## src/rtl/fmul_arbiter.sv

```systemverilog
// Round-robin arbiter sharing one pipelined 17-bit fmul among NREQ requesters.
// Define FMUL_ARBITER_PERF_EN to add the perf_issued / perf_stall counters.

module fmul #(
   parameter int unsigned LATENCY = 1
) (
   input  logic        clk,
   input  logic [16:0] x,
   input  logic [16:0] y,
   output logic [16:0] r
);
   localparam int unsigned FW = 17;
   localparam int unsigned EW = 10;

   logic [1:0]    xe, ye;
   logic          s;
   logic [7:0]    mx, my;
   logic [15:0]   p;
   logic          norm;
   logic [7:0]    m_trunc;
   logic          guard, sticky, rnd;
   logic [8:0]    m_rnd;
   logic [EW-1:0] e_b;
   logic [FW-1:0] r_c;
   logic [LATENCY-1:0][FW-1:0] pipe;

   // Exception table first, then normal product with round-to-nearest-even
   always_comb begin
      xe      = x[16:15];
      ye      = y[16:15];
      s       = x[14] ^ y[14];
      mx      = {1'b1, x[6:0]};
      my      = {1'b1, y[6:0]};
      p       = 16'(mx) * 16'(my);
      norm    = p[15];
      m_trunc = norm ? p[15:8] : p[14:7];
      guard   = norm ? p[7] : p[6];
      sticky  = norm ? (|p[6:0]) : (|p[5:0]);
      rnd     = guard & (sticky | m_trunc[0]);
      m_rnd   = {1'b0, m_trunc} + 9'(rnd);
      // biased sum still carries one extra bias of 63
      e_b     = EW'(x[13:7]) + EW'(y[13:7]) + EW'(norm) + EW'(m_rnd[8]);
      r_c     = '0;
      if (xe == 2'b11 || ye == 2'b11 || (xe == 2'b00 && ye == 2'b10) ||
          (xe == 2'b10 && ye == 2'b00)) begin
         r_c = {2'b11, s, 14'd0};
      end else if (xe == 2'b10 || ye == 2'b10) begin
         r_c = {2'b10, s, 14'd0};
      end else if (xe == 2'b00 || ye == 2'b00) begin
         r_c = {2'b00, s, 14'd0};
      end else if (e_b > EW'(190)) begin
         r_c = {2'b10, s, 14'd0};
      end else if (e_b < EW'(63)) begin
         r_c = {2'b00, s, 14'd0};
      end else begin
         r_c = {2'b01, s, 7'(e_b - EW'(63)), m_rnd[6:0]};
      end
   end

   // Datapath pipe is intentionally unreset; the tag pipe qualifies it
   always_ff @(posedge clk) begin
      pipe[0] <= r_c;
      for (int i = 1; i < int'(LATENCY); i++) begin
         pipe[i] <= pipe[i-1];
      end
   end

   assign r = pipe[LATENCY-1];
endmodule

module fmul_arbiter #(
   parameter int unsigned NREQ    = 4,
   parameter int unsigned LATENCY = 1
) (
   input  logic               clk,
   input  logic               rst_n,
   input  logic [NREQ-1:0]    req_valid,
   output logic [NREQ-1:0]    req_ready,
   input  logic [NREQ*17-1:0] req_x,
   input  logic [NREQ*17-1:0] req_y,
   output logic [NREQ-1:0]    rsp_valid,
   output logic [16:0]        rsp_r,
   output logic               busy
`ifdef FMUL_ARBITER_PERF_EN
 , output logic [31:0]        perf_issued
 , output logic [31:0]        perf_stall
`endif
);
   localparam int unsigned FW = 17;
   localparam int unsigned IW = $clog2(NREQ);
   localparam int unsigned CW = IW + 1;

   logic [IW-1:0]              ptr;
   logic [IW-1:0]              ptr_nxt;
   logic [IW-1:0]              grant_idx;
   logic                       grant_any;
   logic [CW-1:0]              cand;
   logic [FW-1:0]              x_arr [NREQ];
   logic [FW-1:0]              y_arr [NREQ];
   logic [FW-1:0]              fmul_r;
   logic [LATENCY-1:0]         tag_v;
   logic [LATENCY-1:0][IW-1:0] tag_idx;

   always_comb begin
      for (int i = 0; i < int'(NREQ); i++) begin
         x_arr[i] = req_x[i*FW +: FW];
         y_arr[i] = req_y[i*FW +: FW];
      end
   end

   // First valid requester at or after the pointer, wrapping modulo NREQ
   always_comb begin
      grant_any = 1'b0;
      grant_idx = '0;
      cand      = '0;
      req_ready = '0;
      for (int k = 0; k < int'(NREQ); k++) begin
         cand = {1'b0, ptr} + CW'(k);
         if (cand >= CW'(NREQ)) begin
            cand = cand - CW'(NREQ);
         end
         if (!grant_any && req_valid[cand[IW-1:0]]) begin
            grant_any = 1'b1;
            grant_idx = cand[IW-1:0];
         end
      end
      if (!rst_n) begin
         grant_any = 1'b0;
      end
      if (grant_any) begin
         req_ready[grant_idx] = 1'b1;
      end
      ptr_nxt = ptr;
      if (grant_any) begin
         ptr_nxt = (grant_idx == IW'(NREQ - 1)) ? '0 : grant_idx + IW'(1);
      end
   end

   always_ff @(posedge clk or negedge rst_n) begin
      if (!rst_n) begin
         ptr <= '0;
      end else begin
         ptr <= ptr_nxt;
      end
   end

   fmul #(.LATENCY(LATENCY)) u_fmul (
      .clk (clk),
      .x   (x_arr[grant_idx]),
      .y   (y_arr[grant_idx]),
      .r   (fmul_r)
   );

   // Tag pipe mirrors the fmul depth; reset drops everything in flight
   always_ff @(posedge clk or negedge rst_n) begin
      if (!rst_n) begin
         tag_v   <= '0;
         tag_idx <= '0;
      end else begin
         tag_v[0]   <= grant_any;
         tag_idx[0] <= grant_idx;
         for (int i = 1; i < int'(LATENCY); i++) begin
            tag_v[i]   <= tag_v[i-1];
            tag_idx[i] <= tag_idx[i-1];
         end
      end
   end

   always_comb begin
      rsp_valid = '0;
      if (tag_v[LATENCY-1]) begin
         rsp_valid[tag_idx[LATENCY-1]] = 1'b1;
      end
   end

   assign rsp_r = tag_v[LATENCY-1] ? fmul_r : '0;
   assign busy  = |tag_v;

`ifdef FMUL_ARBITER_PERF_EN
   logic stall_c;
   assign stall_c = |(req_valid & ~req_ready);

   // Saturating event counters
   always_ff @(posedge clk or negedge rst_n) begin
      if (!rst_n) begin
         perf_issued <= '0;
         perf_stall  <= '0;
      end else begin
         if (grant_any && perf_issued != '1) begin
            perf_issued <= perf_issued + 32'd1;
         end
         if (stall_c && perf_stall != '1) begin
            perf_stall <= perf_stall + 32'd1;
         end
      end
   end
`endif
endmodule
```

## config.mk

```make
export PLATFORM = sky130hd
export DESIGN_NAME = fmul_arbiter
export DESIGN_NICKNAME = d
export VERILOG_FILES = /design/src/rtl/fmul_arbiter.sv
export SDC_FILE = /design/constraint.sdc
export NUM_CORES = 1
export LEC_CHECK = 0
export CELL_PAD_IN_SITES_DETAIL_PLACEMENT = 1
export CELL_PAD_IN_SITES_GLOBAL_PLACEMENT = 2
export CORE_MARGIN = 5
export CORE_UTILIZATION = 25
export DETAILED_ROUTE_END_ITERATION = 10
export GPL_TIMING_DRIVEN = 0
export PLACE_DENSITY_LB_ADDON = 0.1
export SLEW_MARGIN = 10
export SYNTH_ARGS = -nofsm -noshare
export SYNTH_HDL_FRONTEND = slang
export SYNTH_SLANG_ARGS = --single-unit
export TNS_END_PERCENT = 100
```

## constraint.sdc

```tcl
create_clock -name clk -period 17 [get_ports clk]
set_input_delay 3.4 -clock clk [delete_from_list [all_inputs] [get_ports clk]]
set_output_delay 3.4 -clock clk [all_outputs]
set_load 0.02 [all_outputs]
```

# Word level (Yosys, flattened, before mapping)
# Index checks and enable logic that the tools add are counted.
# Widths: inputs -> output; s select.
dict set report totals {
  ff_bits 22
  latch_bits 0
  mem_bits_rw 0
  rom_bits 0
  input_bits 142
  n_memories 0
}
dict set report op_classes {
  n_addsub 13
  n_mul 1
  div_mod_pow 0
  n_lt_le_gt_ge 15
  eq_ne 5
  shift 0
  mux 43
  bitwise 4
  n_reduce_logical 21
}
# cell count
set ops {}
lappend ops {{$mux 17} 7}
lappend ops {{$bmux 17 s2} 2}
lappend ops {{$mux 16} 2}
lappend ops {{$add 10x1->10} 2}
lappend ops {{$lt 2x3->1 const B} 6}
lappend ops {{$mux 2} 9}
lappend ops {{$mul 8x8->16} 1}
lappend ops {{$mux 15} 1}
lappend ops {{$mux 1} 13}
lappend ops {{$ge 3x3->1 const B} 4}
lappend ops {{$eq 2x2->1 const B} 5}
lappend ops {{$gt 10x8->1 const B} 1}
lappend ops {{$lt 10x6->1 const B} 1}
lappend ops {{$add 8x1->9} 1}
lappend ops {{$add 7x7->8} 1}
lappend ops {{$bmux 1 s2} 4}
lappend ops {{$mux 4} 2}
lappend ops {{$mux 8} 1}
lappend ops {{$sub 2x1->2 const B} 4}
lappend ops {{$logic_and 1x1->1} 7}
lappend ops {{$reduce_or 7->1} 1}
lappend ops {{$sub 7x6->7 const B} 1}
lappend ops {{$add 2x2->3 const B} 2}
lappend ops {{$reduce_or 6->1} 1}
lappend ops {{14 further kinds} 23}

# Logic depth before layout (Yosys ltp)
# Gate-level depths: netlist of the first run.
dict set report depth {
  depth_word 31
  mapped_depth 45
  mapped_depth_nobuf 39
}

# By module
# From an unflattened synthesis of the first run, not the netlist that was laid out.
dict set report hier_totals {
  cells_unflattened 578
  area_unflattened_um2 5124.9
}
# module n_inst cells_per_inst area_each_um2
set by_module_without_submodules {}
lappend by_module_without_submodules {fmul 1 411 3487.1}
lappend by_module_without_submodules {fmul_arbiter 1 167 1637.8}

# Least setup slack after synthesis of the first run
# No wires, ideal clock.
dict set report synth_timing {
  path_type {input port to flip-flop}
  from {in req_valid[1]}
  to {reg u_fmul.pipe, in the netlist u_fmul.r[15]}
  setup_ns 0.134
  arrival_ns 12.520
  t_required_ns 16.866
  setup_slack_ns 4.346
  path_stages 41
  cell_sequence {nand2b_1 o221ai_1 and2_1 buf_2 buf_2 clkbuf_1 buf_1 nand2_1 nand3_1 o21ai_0 nor2_1 fa_1 fa_1 fa_1 inv_1 fa_1 inv_1 ha_1 [... 5 more ...] buf_2 mux2i_1 nor2_1 ha_1 nand2_1 nor4_1 o211ai_1 fa_1 inv_1 ha_1 clkbuf_1 nand2_1 a211oi_1 o2111ai_1 a21o_1 a32oi_1 nor3_1 or4_1}
}
dict set report synth_via {
  elab_chain_len 28
  elab_cells_between_ends 59
  cone_classes {add/sub: 4; mul: 1; order compare: 2; eq/ne: 4; mux: 28; bitwise: 3; reduce/logical: 17}
}
# element line_no
set synth_rtl {}
lappend synth_rtl {{start, declared} 77} ;# input logic [NREQ-1:0] req_valid,
lappend synth_rtl {{$bmux 1 s2} 122} ;# if (!grant_any && req_valid[cand[IW-1:0]]) begin
lappend synth_rtl {{$mux 1 (not written as such)} 122}
lappend synth_rtl {{$mux 1} 122}
lappend synth_rtl {{$logic_not 1->1} 122}
lappend synth_rtl {{$logic_and 1x1->1} 122}
lappend synth_rtl {{$mux 1} 122}
lappend synth_rtl {{$logic_not 1->1} 122}
lappend synth_rtl {{$logic_and 1x1->1} 122}
lappend synth_rtl {{[... 12 more ...]} -}
lappend synth_rtl {{$and 1x1->1} 39} ;# rnd = guard & (sticky | m_trunc[0]);
lappend synth_rtl {{$add 8x1->9} 40} ;# m_rnd = {1'b0, m_trunc} + 9'(rnd);
lappend synth_rtl {{$add 10x1->10} 42} ;# e_b = EW'(x[13:7]) + EW'(y[13:7]) + EW'(norm) + EW'(m_rnd[8]);
lappend synth_rtl {{$lt 10x6->1} 53} ;# end else if (e_b < EW'(63)) begin
lappend synth_rtl {{$mux 16} 53}
lappend synth_rtl {{$mux 17} 51} ;# end else if (e_b > EW'(190)) begin
lappend synth_rtl {{$mux 17} 49} ;# end else if (xe == 2'b00 || ye == 2'b00) begin
lappend synth_rtl {{$mux 16} 47} ;# end else if (xe == 2'b10 || ye == 2'b10) begin
lappend synth_rtl {{end signal, assigned by index} 64} ;# pipe[i] <= pipe[i-1];
lappend synth_rtl {{end, declared} 25} ;# logic [LATENCY-1:0][FW-1:0] pipe;
# Every way passes the cells marked *; elsewhere a longest branch is shown, timed or not. The select of a mux whose other input is x is not followed.
# A chain may end at the register's enable or synchronous reset.

# Worst setup path in the final report of the first run
dict set report layout_timing {
  from {in req_valid[1]}
  to {reg u_fmul.pipe, in the netlist u_fmul.r[5]}
}
dict set report layout_via {
  elab_chain_len 25
  elab_cells_between_ends 56
  cone_classes {add/sub: 4; mul: 1; order compare: 2; eq/ne: 4; mux: 24; bitwise: 3; reduce/logical: 18}
}
# element line_no
set layout_rtl {}
lappend layout_rtl {{$bmux 1 s2} 122}
lappend layout_rtl {{$mux 1 (not written as such)} 122}
lappend layout_rtl {{$mux 1} 122}
lappend layout_rtl {{$logic_not 1->1} 122}
lappend layout_rtl {{$logic_and 1x1->1} 122}
lappend layout_rtl {{$mux 1} 122}
lappend layout_rtl {{$logic_not 1->1} 122}
lappend layout_rtl {{$logic_and 1x1->1} 122}
lappend layout_rtl {{[... 9 more ...]} -}
lappend layout_rtl {{$reduce_or 7->1 / $reduce_or 6->1 (equally long branches)} 38} ;# sticky = norm ? (|p[6:0]) : (|p[5:0]);
lappend layout_rtl {{$mux 1} 38}
lappend layout_rtl {{$or 1x1->1} 39}
lappend layout_rtl {{$and 1x1->1} 39}
lappend layout_rtl {{$add 8x1->9} 40}
lappend layout_rtl {{$add 10x1->10} 42}
lappend layout_rtl {{$lt 10x6->1 / $gt 10x8->1 (equally long branches)} {53, 51}}
lappend layout_rtl {{$reduce_or 5->1 (no line)} -}
# Marked as above.

==> results of run 1 <==
worst max path at each step:
stage | startpoint | to | slack [ns] | cells past startpoint
floorplan | req_valid[1] | u_fmul.r[15]$_SDFF_PP1_ | 4.35 | 41
global placement | req_valid[1] | u_fmul.r[5]$_SDFF_PP0_ | 2.11 | 43
CTS | req_valid[1] | u_fmul.r[5]$_SDFF_PP0_ | 1.97 | 43
detailed placement | req_valid[0] | u_fmul.r[5]$_SDFF_PP0_ | 1.74 | 43
finish | req_valid[1] | u_fmul.r[5]$_SDFF_PP0_ | 2.08 | 43
global route | req_valid[1] | u_fmul.r[5]$_SDFF_PP0_ | 1.22 | 43
Yosys cell counts (12+ instances only):
cell | n | area [um2]
nand3_1 | 26 | 130
and3_1 | 15 | 93.8
nand2_1 | 109 | 409
inv_1 | 78 | 293
a31oi_1 | 15 | 93.8
ha_1 | 50 | 626
clkbuf_1 | 17 | 63.8
fa_1 | 38 | 761
nor2_1 | 96 | 360
xor2_1 | 14 | 123
mux2i_1 | 17 | 170
and2_1 | 26 | 163
xnor2_1 | 17 | 149
dfxtp_1 | 17 | 340
a21oi_1 | 12 | 60.1
worst reg2reg max path, delay by kind of cell, from the launching register on:
family / cells / cell delay, ns
fa+ha+maj: 8 / 3.28
buf+inv: 10 / 2.23
simple gates: 13 / 2.72
flops: 1 / 0.43
mux: 2 / 0.23
compound gates: 9 / 2.74
routing by layer:
metal / vias to the layer above / wire length, um / GRT usage [%] / share of wire, %
li1: 2687 / - / - / -
met1: 2612 / 7910 / 18.3 / 42
met2: 64 / 10200 / 29.8 / 55
met3: 6 / 538 / 2.21 / 2.9
met4: 0 / 70 / 1.10 / 0.37
met5: - / 0 / 0 / 0
final cells by class:
| cell class | instances | area (um2) |
|---|---|---|
| Fill cell | 2464 | 13000 |
| Multi-Input combinational cell | 572 | 4230 |
| Timing Repair Buffer | 167 | 1670 |
| Sequential cell | 22 | 465 |
| Tap cell | 270 | 338 |
| Inverter | 81 | 304 |
| Buffer | 28 | 135 |
| Clock buffer | 3 | 75.1 |
| Clock inverter | 1 | 30.0 |
logic make-up after synthesis:
logic type | after synthesis | share of synthesized area [%]
XOR/XNOR | 31 | 5.29
AO/OA/AOI/OAI | 99 | 14.5
multiplexers | 24 | 4.85
flip-flops | 22 | 9.07
adder cells (fa/ha/maj) | 89 | 27.2
buffers and inverters | 109 | 8.56
AND/OR/NAND/NOR | 329 | 30.5
per-stage QoR:
stage,util (%),area (um2),setup WS [ns]
6_report,35.8,7240,2.08
5_1_grt,35.8,7240,1.22
4_1_cts,35.8,7240,1.97
3_5_place_dp,35.3,7140,1.74
3_3_place_gp,35.3,7140,2.11
2_1_floorplan,-,5130,4.35
flip-flops by register name, indices dropped and copies added, names as in the netlist:
name	cells
busy	1
u_fmul.r	17
ptr	2
tag_idx	2
==> flow_summary.ini, run 1 <==
[worst_setup_path]
cp_slowest_stage_delay_ns = 0.63
arrival_ns = 15.08
timing.rr.end = u_fmul.r[5]$_SDFF_PP0_
crit_required_ns = 17.16
path_class = input port to flop
critPathSlowestCell = o21ai_1
end_kind = flop
r2r-start = ptr[1]$_DFFE_PN0P_
crit_fanout = 10
critPathBufInv = 11
crit_family = adder cells
cp-start-kind = input port
r2r_slack_ns = 5.30
r2r_cells = 42

[sta]
finClkSkew_ns = 0.00319
worst_slew_pin_slew_ns = 0.835
hold_slack_ns = 0.603
setup_viol = 0
final_max_slew_viol_count = 0
hold_violations = 0
relSlewSlack_pct = 43.9
rsz0062_at_grt = false
finalCritPeriodShare_pct = 87.8
setup_tns_ns = 0
max_freq_mhz = 67.0
min_period_ns = 14.92

[cells_and_area]
final_cells = 1144
final_common_cell = clkdlybuf4s50_1
area_delta_synth_final_pct = 41.2
final_cell_mix = clkdlybuf4s50_1, nand2_1, nor2_1, inv_1, ha_1
final_nets = 1105
antenna_cells = 0
drive_gt1_share_pct = 4.35

[status]
outcome = completed

[floorplanning]
dieArea_um2 = 23500
die_x_um = 153
rows = 52
ios = 168
die_h_um = 153
initial_core_util_pct = 25.4
core_um2 = 20200

[cts]
htreeDepth = 1
ctsLongestPathBuffers = 2
clkTransAtPathRegs_ns = 0.06
clock_tree.root_cell = clkbuf_16
cts_buffers = 3
cts_tree = built
post_cts_buffers = 0
hold_buffers = 0
cts_resized = 0
clk_latency_ns = 0.26
cts.sink_count = 22

[synth]
syn_area_um2 = 5130
postSynthCellCount = 703
async_reset_ff_share_pct = 22.7
synthesis.nets = 933
synth_edf_count = 0
ys_seq_area_share_pct = 9.07
yosysWarningCount = 0
synth_seq_cells = 22
synth.distinct_cells = 69
synthFlopType = dfxtp_1
postSynthAreaPerCell_um2 = 7.30

[route]
num_vias = 5369
first_pass_iters = 4
routed_wl_mm = 18.8
drc = 0
vias_per_cell = 4.69
wl_per_cell_um = 16.4
drtIter0Drc = 106
ant_nets = 0

[place]
placed_cells = 1140
place_congestion = 0.769
port_buffers = 167
hpwl_mm = 16.4

[grt]
antenna_found_initial = 0
grt_use_total_pct = 15.3
grt_pass1_wl_mm = 30.0
grt_overflow = 0
grt_max_degree = 14
grt_pass1_vias = 5802

[worst_hold_path]
worstHoldPathCells = 2
hp-class = flop to flop
min_to = ptr[0]$_DFFE_PN0P_
hold_path.startpoint = ptr[0]$_DFFE_PN0P_

[flow_run]
cap_violations = 0
Power of run 1 is left out: the tool's default activity adds up to more than one toggle a clock period on the data nets, which glitch-free logic cannot reach.
==> run 2: changes to the inputs <==
--- a/config.mk
+++ b/config.mk
@@ -7,7 +7,7 @@
 export LEC_CHECK = 0
 export CELL_PAD_IN_SITES_DETAIL_PLACEMENT = 1
 export CELL_PAD_IN_SITES_GLOBAL_PLACEMENT = 2
-export CORE_MARGIN = 5
+export CORE_MARGIN = 2
 export CORE_UTILIZATION = 25
 export DETAILED_ROUTE_END_ITERATION = 10
 export GPL_TIMING_DRIVEN = 0
==> constraint.sdc (replaced) <==
create_clock -name clk -period 17.7 [get_ports clk]
set_input_delay 3.54 -clock clk [delete_from_list [all_inputs] [get_ports clk]]
set_output_delay 3.54 -clock clk [all_outputs]
set_load 0.02 [all_outputs]
==> flow_summary.ini, run 2 (synthesis gave the netlist of run 1 again) <==
[status]
outcome = completed

[cts]
cts.sink_count = 22
post_cts_buffers = 0
cts_tree = built
clkTransAtPathRegs_ns = 0.06
hold_buffers = 0
cts_resized = 0
htreeDepth = 1
cts_buffers = 3
ctsLongestPathBuffers = 2
clock_tree.root_cell = clkbuf_16
clk_latency_ns = 0.26

[sta]
rsz0062_at_grt = false
max_freq_mhz = 66.5
hold_violations = 0
finClkSkew_ns = 0.00885
min_period_ns = 15.04
setup_tns_ns = 0
finalCritPeriodShare_pct = 84.9
setup_viol = 0
final_max_slew_viol_count = 0
worst_slew_pin_slew_ns = 0.973
relSlewSlack_pct = 34.7

[route]
ant_nets = 0
routed_wl_mm = 18.5
num_vias = 5445
wl_per_cell_um = 16.2
drtIter0Drc = 200
first_pass_iters = 4
vias_per_cell = 4.76
drc = 0

[cells_and_area]
fillers = 2473
final_nets = 1105
area_delta_synth_final_pct = 41.2
antenna_cells = 0
drive_gt1_share_pct = 4.35
final_cell_mix = clkdlybuf4s50_1, nand2_1, nor2_1, inv_1, ha_1
largest_register_ffs = 17
utilization_pct = 35.9
final_common_cell = clkdlybuf4s50_1

[place]
place_congestion = 0.783
port_buffers = 167
hpwl_mm = 15.8

[grt]
grt_max_degree = 14
grt_pass1_wl_mm = 30.1
grt_pass1_vias = 5719
antenna_found_initial = 0
grt_use_total_pct = 17.0
grt_overflow = 0

[worst_hold_path]
hold_path.startpoint = ptr[0]$_DFFE_PN0P_
worstHoldPathCells = 2
hp-class = flop to flop
min_to = ptr[0]$_DFFE_PN0P_

[worst_setup_path]
crit_family = adder cells
crit_fanout = 10
timing.rr.end = u_fmul.r[0]$_SDFF_PP0_
cp_slowest_stage_delay_ns = 0.72
r2r-start = ptr[1]$_DFFE_PN0P_
r2r_cells = 43
r2r_slack_ns = 6.02
path_class = input port to flop
critPathSlowestCell = o21ai_1
cp-start-kind = input port
arrival_ns = 15.23
end_kind = flop
worst-path-stages = 44
critPathBufInv = 12
crit_required_ns = 17.89

[floorplanning]
rows = 52
initial_core_util_pct = 25.4
core_um2 = 20200
ios = 168
die_h_um = 147
dieArea_um2 = 21700
die_x_um = 147

[flow_run]
cap_violations = 0
[run 2: area by class of cell]
type | instances | area [um2] | area share, %
clock buffers | 3 | 75.1 | 1.04
multi-input cells | 572 | 4230 | 58.3
inverters | 81 | 304 | 4.20
well taps | 270 | 338 | 4.66
flip-flops and latches | 22 | 465 | 6.42
plain buffers | 28 | 135 | 1.87
repair buffers | 167 | 1670 | 23.1
clock inverters | 1 | 30.0 | 0.415
[run 2: metal layers]
layer  global-route usage [%]  vias up  part of all wire (%)
li1                         -     2686                     -
met3                     2.20        8                   2.6
met5                        0        -                     0
met2                     31.7       68                    53
met1                     21.6     2683                    43
met4                     1.63        0                  0.73
[run 2: worst min-delay path, cell delays in order (launching register included)]
cell     delay [ns]
dfrtp_1        0.41
nor2_1         0.11
a21oi_1        0.05
[run 2: worst max path at each step]
stage	startpoint	to	slack (ns)
3_3_place_gp	req_valid[1]	u_fmul.r[5]$_SDFF_PP0_	2.66
3_5_place_dp	req_valid[1]	u_fmul.r[0]$_SDFF_PP0_	2.37
4_1_cts	req_valid[1]	u_fmul.r[0]$_SDFF_PP0_	2.58
6_report	req_valid[1]	u_fmul.r[0]$_SDFF_PP0_	2.66
2_1_floorplan	req_valid[1]	u_fmul.r[15]$_SDFF_PP1_	4.91
5_1_grt	req_valid[1]	u_fmul.r[0]$_SDFF_PP0_	1.70
[run 2: stage by stage]
stage / hold slack (ns) / instance area (um2) / cells / worst slack [ns]
CTS: 0.614 / 7240 / 1144 / 2.58
detailed placement: 0.600 / 7140 / 1140 / 2.37
finish: 0.613 / 7240 / 1144 / 2.66
floorplan: 0.531 / 5130 / 703 / 4.91
global route: 0.643 / 7240 / 1144 / 1.70
global placement: 0.580 / 7140 / 1140 / 2.66
Power of run 2 is left out for the same reason.
==> run 3: changes to the inputs <==
--- a/config.mk
+++ b/config.mk
@@ -8,7 +8,7 @@
 export CELL_PAD_IN_SITES_DETAIL_PLACEMENT = 1
 export CELL_PAD_IN_SITES_GLOBAL_PLACEMENT = 2
 export CORE_MARGIN = 2
-export CORE_UTILIZATION = 25
+export CORE_UTILIZATION = 23
 export DETAILED_ROUTE_END_ITERATION = 10
 export GPL_TIMING_DRIVEN = 0
 export PLACE_DENSITY_LB_ADDON = 0.1
==> constraint.sdc (replaced) <==
create_clock -name clk -period 12.1 [get_ports clk]
set_input_delay 2.42 -clock clk [delete_from_list [all_inputs] [get_ports clk]]
set_output_delay 2.42 -clock clk [all_outputs]
set_load 0.02 [all_outputs]
==> flow_summary.ini, run 3 (synthesis gave the netlist of run 1 again) <==
[status]
outcome = completed

[sta]
setup_viol = 0
fin_ws_ns = 0.471
final_max_slew_viol_count = 0
relSlewSlack_pct = 49.1
finalCritPeriodShare_pct = 96.1
max_freq_mhz = 86.0
rsz0062_at_grt = false
hold_violations = 0
worst_slew_pin_slew_ns = 0.764
min_period_ns = 11.63
finClkSkew_ns = 0.00685

[place]
port_buffers = 167
pre_cts_ws_ns = -2.06
place_congestion = 0.764
hpwl_mm = 16.0

[route]
ant_nets = 0
num_vias = 5513
drc = 0
wl_per_cell_um = 16.5
routed_wl_mm = 19.2
drtIter0Drc = 176
vias_per_cell = 4.72
first_pass_iters = 4

[worst_setup_path]
path_class = input port to flop
crit_top_cell = fa_1
end_kind = flop
crit_required_ns = 12.29
r2r_cells = 41
critPathSlowestCell = fa_1
cp-start-kind = input port
cp_slowest_stage_delay_ns = 0.55
arrival_ns = 11.82
crit_fanout = 14

[worst_hold_path]
worstHoldPathCells = 1
hp-class = flop to flop

[grt]
grt_pass1_wl_mm = 30.9
grt_max_degree = 15
grt_use_total_pct = 16.0
grt_pass1_vias = 5942
antenna_found_initial = 0
grt_overflow = 0

[cells_and_area]
final_nets = 1120
area.sequential_um2 = 465
drive_gt1_share_pct = 10.1
area_delta_synth_final_pct = 48.4
final_cell_mix = clkdlybuf4s50_1, nand2_1, nor2_1, inv_1, ha_1
largest_register_ffs = 17
final_common_cell = clkdlybuf4s50_1
multi_input_area_um2 = 4400
fillers = 2674
antenna_cells = 0

[floorplanning]
initial_core_util_pct = 23.4
core_um2 = 21900
dieArea_um2 = 23500
die_h_um = 153
ios = 168
die_x_um = 153
rows = 54

[cts]
cts_tree = built
clkTransAtPathRegs_ns = 0.05
cts_buffers = 3
clock_tree.root_cell = clkbuf_16
clk_latency_ns = 0.26
cts.sink_count = 22
ctsLongestPathBuffers = 2
htreeDepth = 1

[flow_run]
cap_violations = 0
==> run 3: final cells by class <==
cell class,count,share of cell area (%)
Clock buffer,3,0.986
Clock inverter,1,0.394
Timing Repair Buffer,184,23.6
Tap cell,280,4.60
Inverter,81,4.04
Multi-Input combinational cell,572,57.8
Sequential cell,22,6.11
Buffer,26,2.42
==> run 3: final timing paths <==
kind	slack, ns	end	startpoint
min in group asynchronous	2.43	tag_idx[1]$_DFF_PN0_	rst_n
min	0.62	ptr[1]$_DFFE_PN0P_	ptr[1]$_DFFE_PN0P_
min reg2reg	0.62	ptr[1]$_DFFE_PN0P_	ptr[1]$_DFFE_PN0P_
max in group asynchronous	9.41	ptr[0]$_DFFE_PN0P_	rst_n
max	0.47	u_fmul.r[0]$_SDFF_PP0_	req_valid[1]
max reg2reg	2.68	u_fmul.r[0]$_SDFF_PP0_	ptr[1]$_DFFE_PN0P_
==> run 3: what timing repair did <==
action / in CTS / in global routing
endpoints found under the hold margin: 0 / 0
hold buffers: 0 / 0
pin swaps: 7 / 6
gates resized for setup: 49 / 19
buffers inserted: 12 / 5
setup endpoints to repair: 16 / 15
==> run 3: metrics by stage <==
step | instance area (um2) | utilization [%] | instances | hold slack, ns | TNS, ns
CTS | 7520 | 34.3 | 1164 | 0.631 | 0
global route | 7610 | 34.8 | 1169 | 0.667 | 0
finish | 7610 | 34.8 | 1169 | 0.624 | 0
global placement | 7150 | 32.7 | 1150 | 0.581 | -29.08
floorplan | 5130 | - | 703 | 0.531 | 0
detailed placement | 7150 | 32.7 | 1150 | 0.602 | -31.67
==> run 3: per-layer routing <==
metal	up-vias	share of wire (%)	global-route usage [%]
met3	16	2.8	2.01
met5	-	0	0
met1	2700	45	20.6
met4	0	1.1	2.05
met2	78	51	29.3
li1	2719	-	-
==> run 3: worst max-delay path, delay by kind of cell <==
family / cells / cell delay, ns
multiplexers: 2 / 0.36
AND/OR/NAND/NOR: 11 / 1.79
adder cells (fa/ha/maj): 8 / 3.18
AO/OA/AOI/OAI: 11 / 2.29
buffers and inverters: 10 / 1.75
Power of run 3 is left out for the same reason.
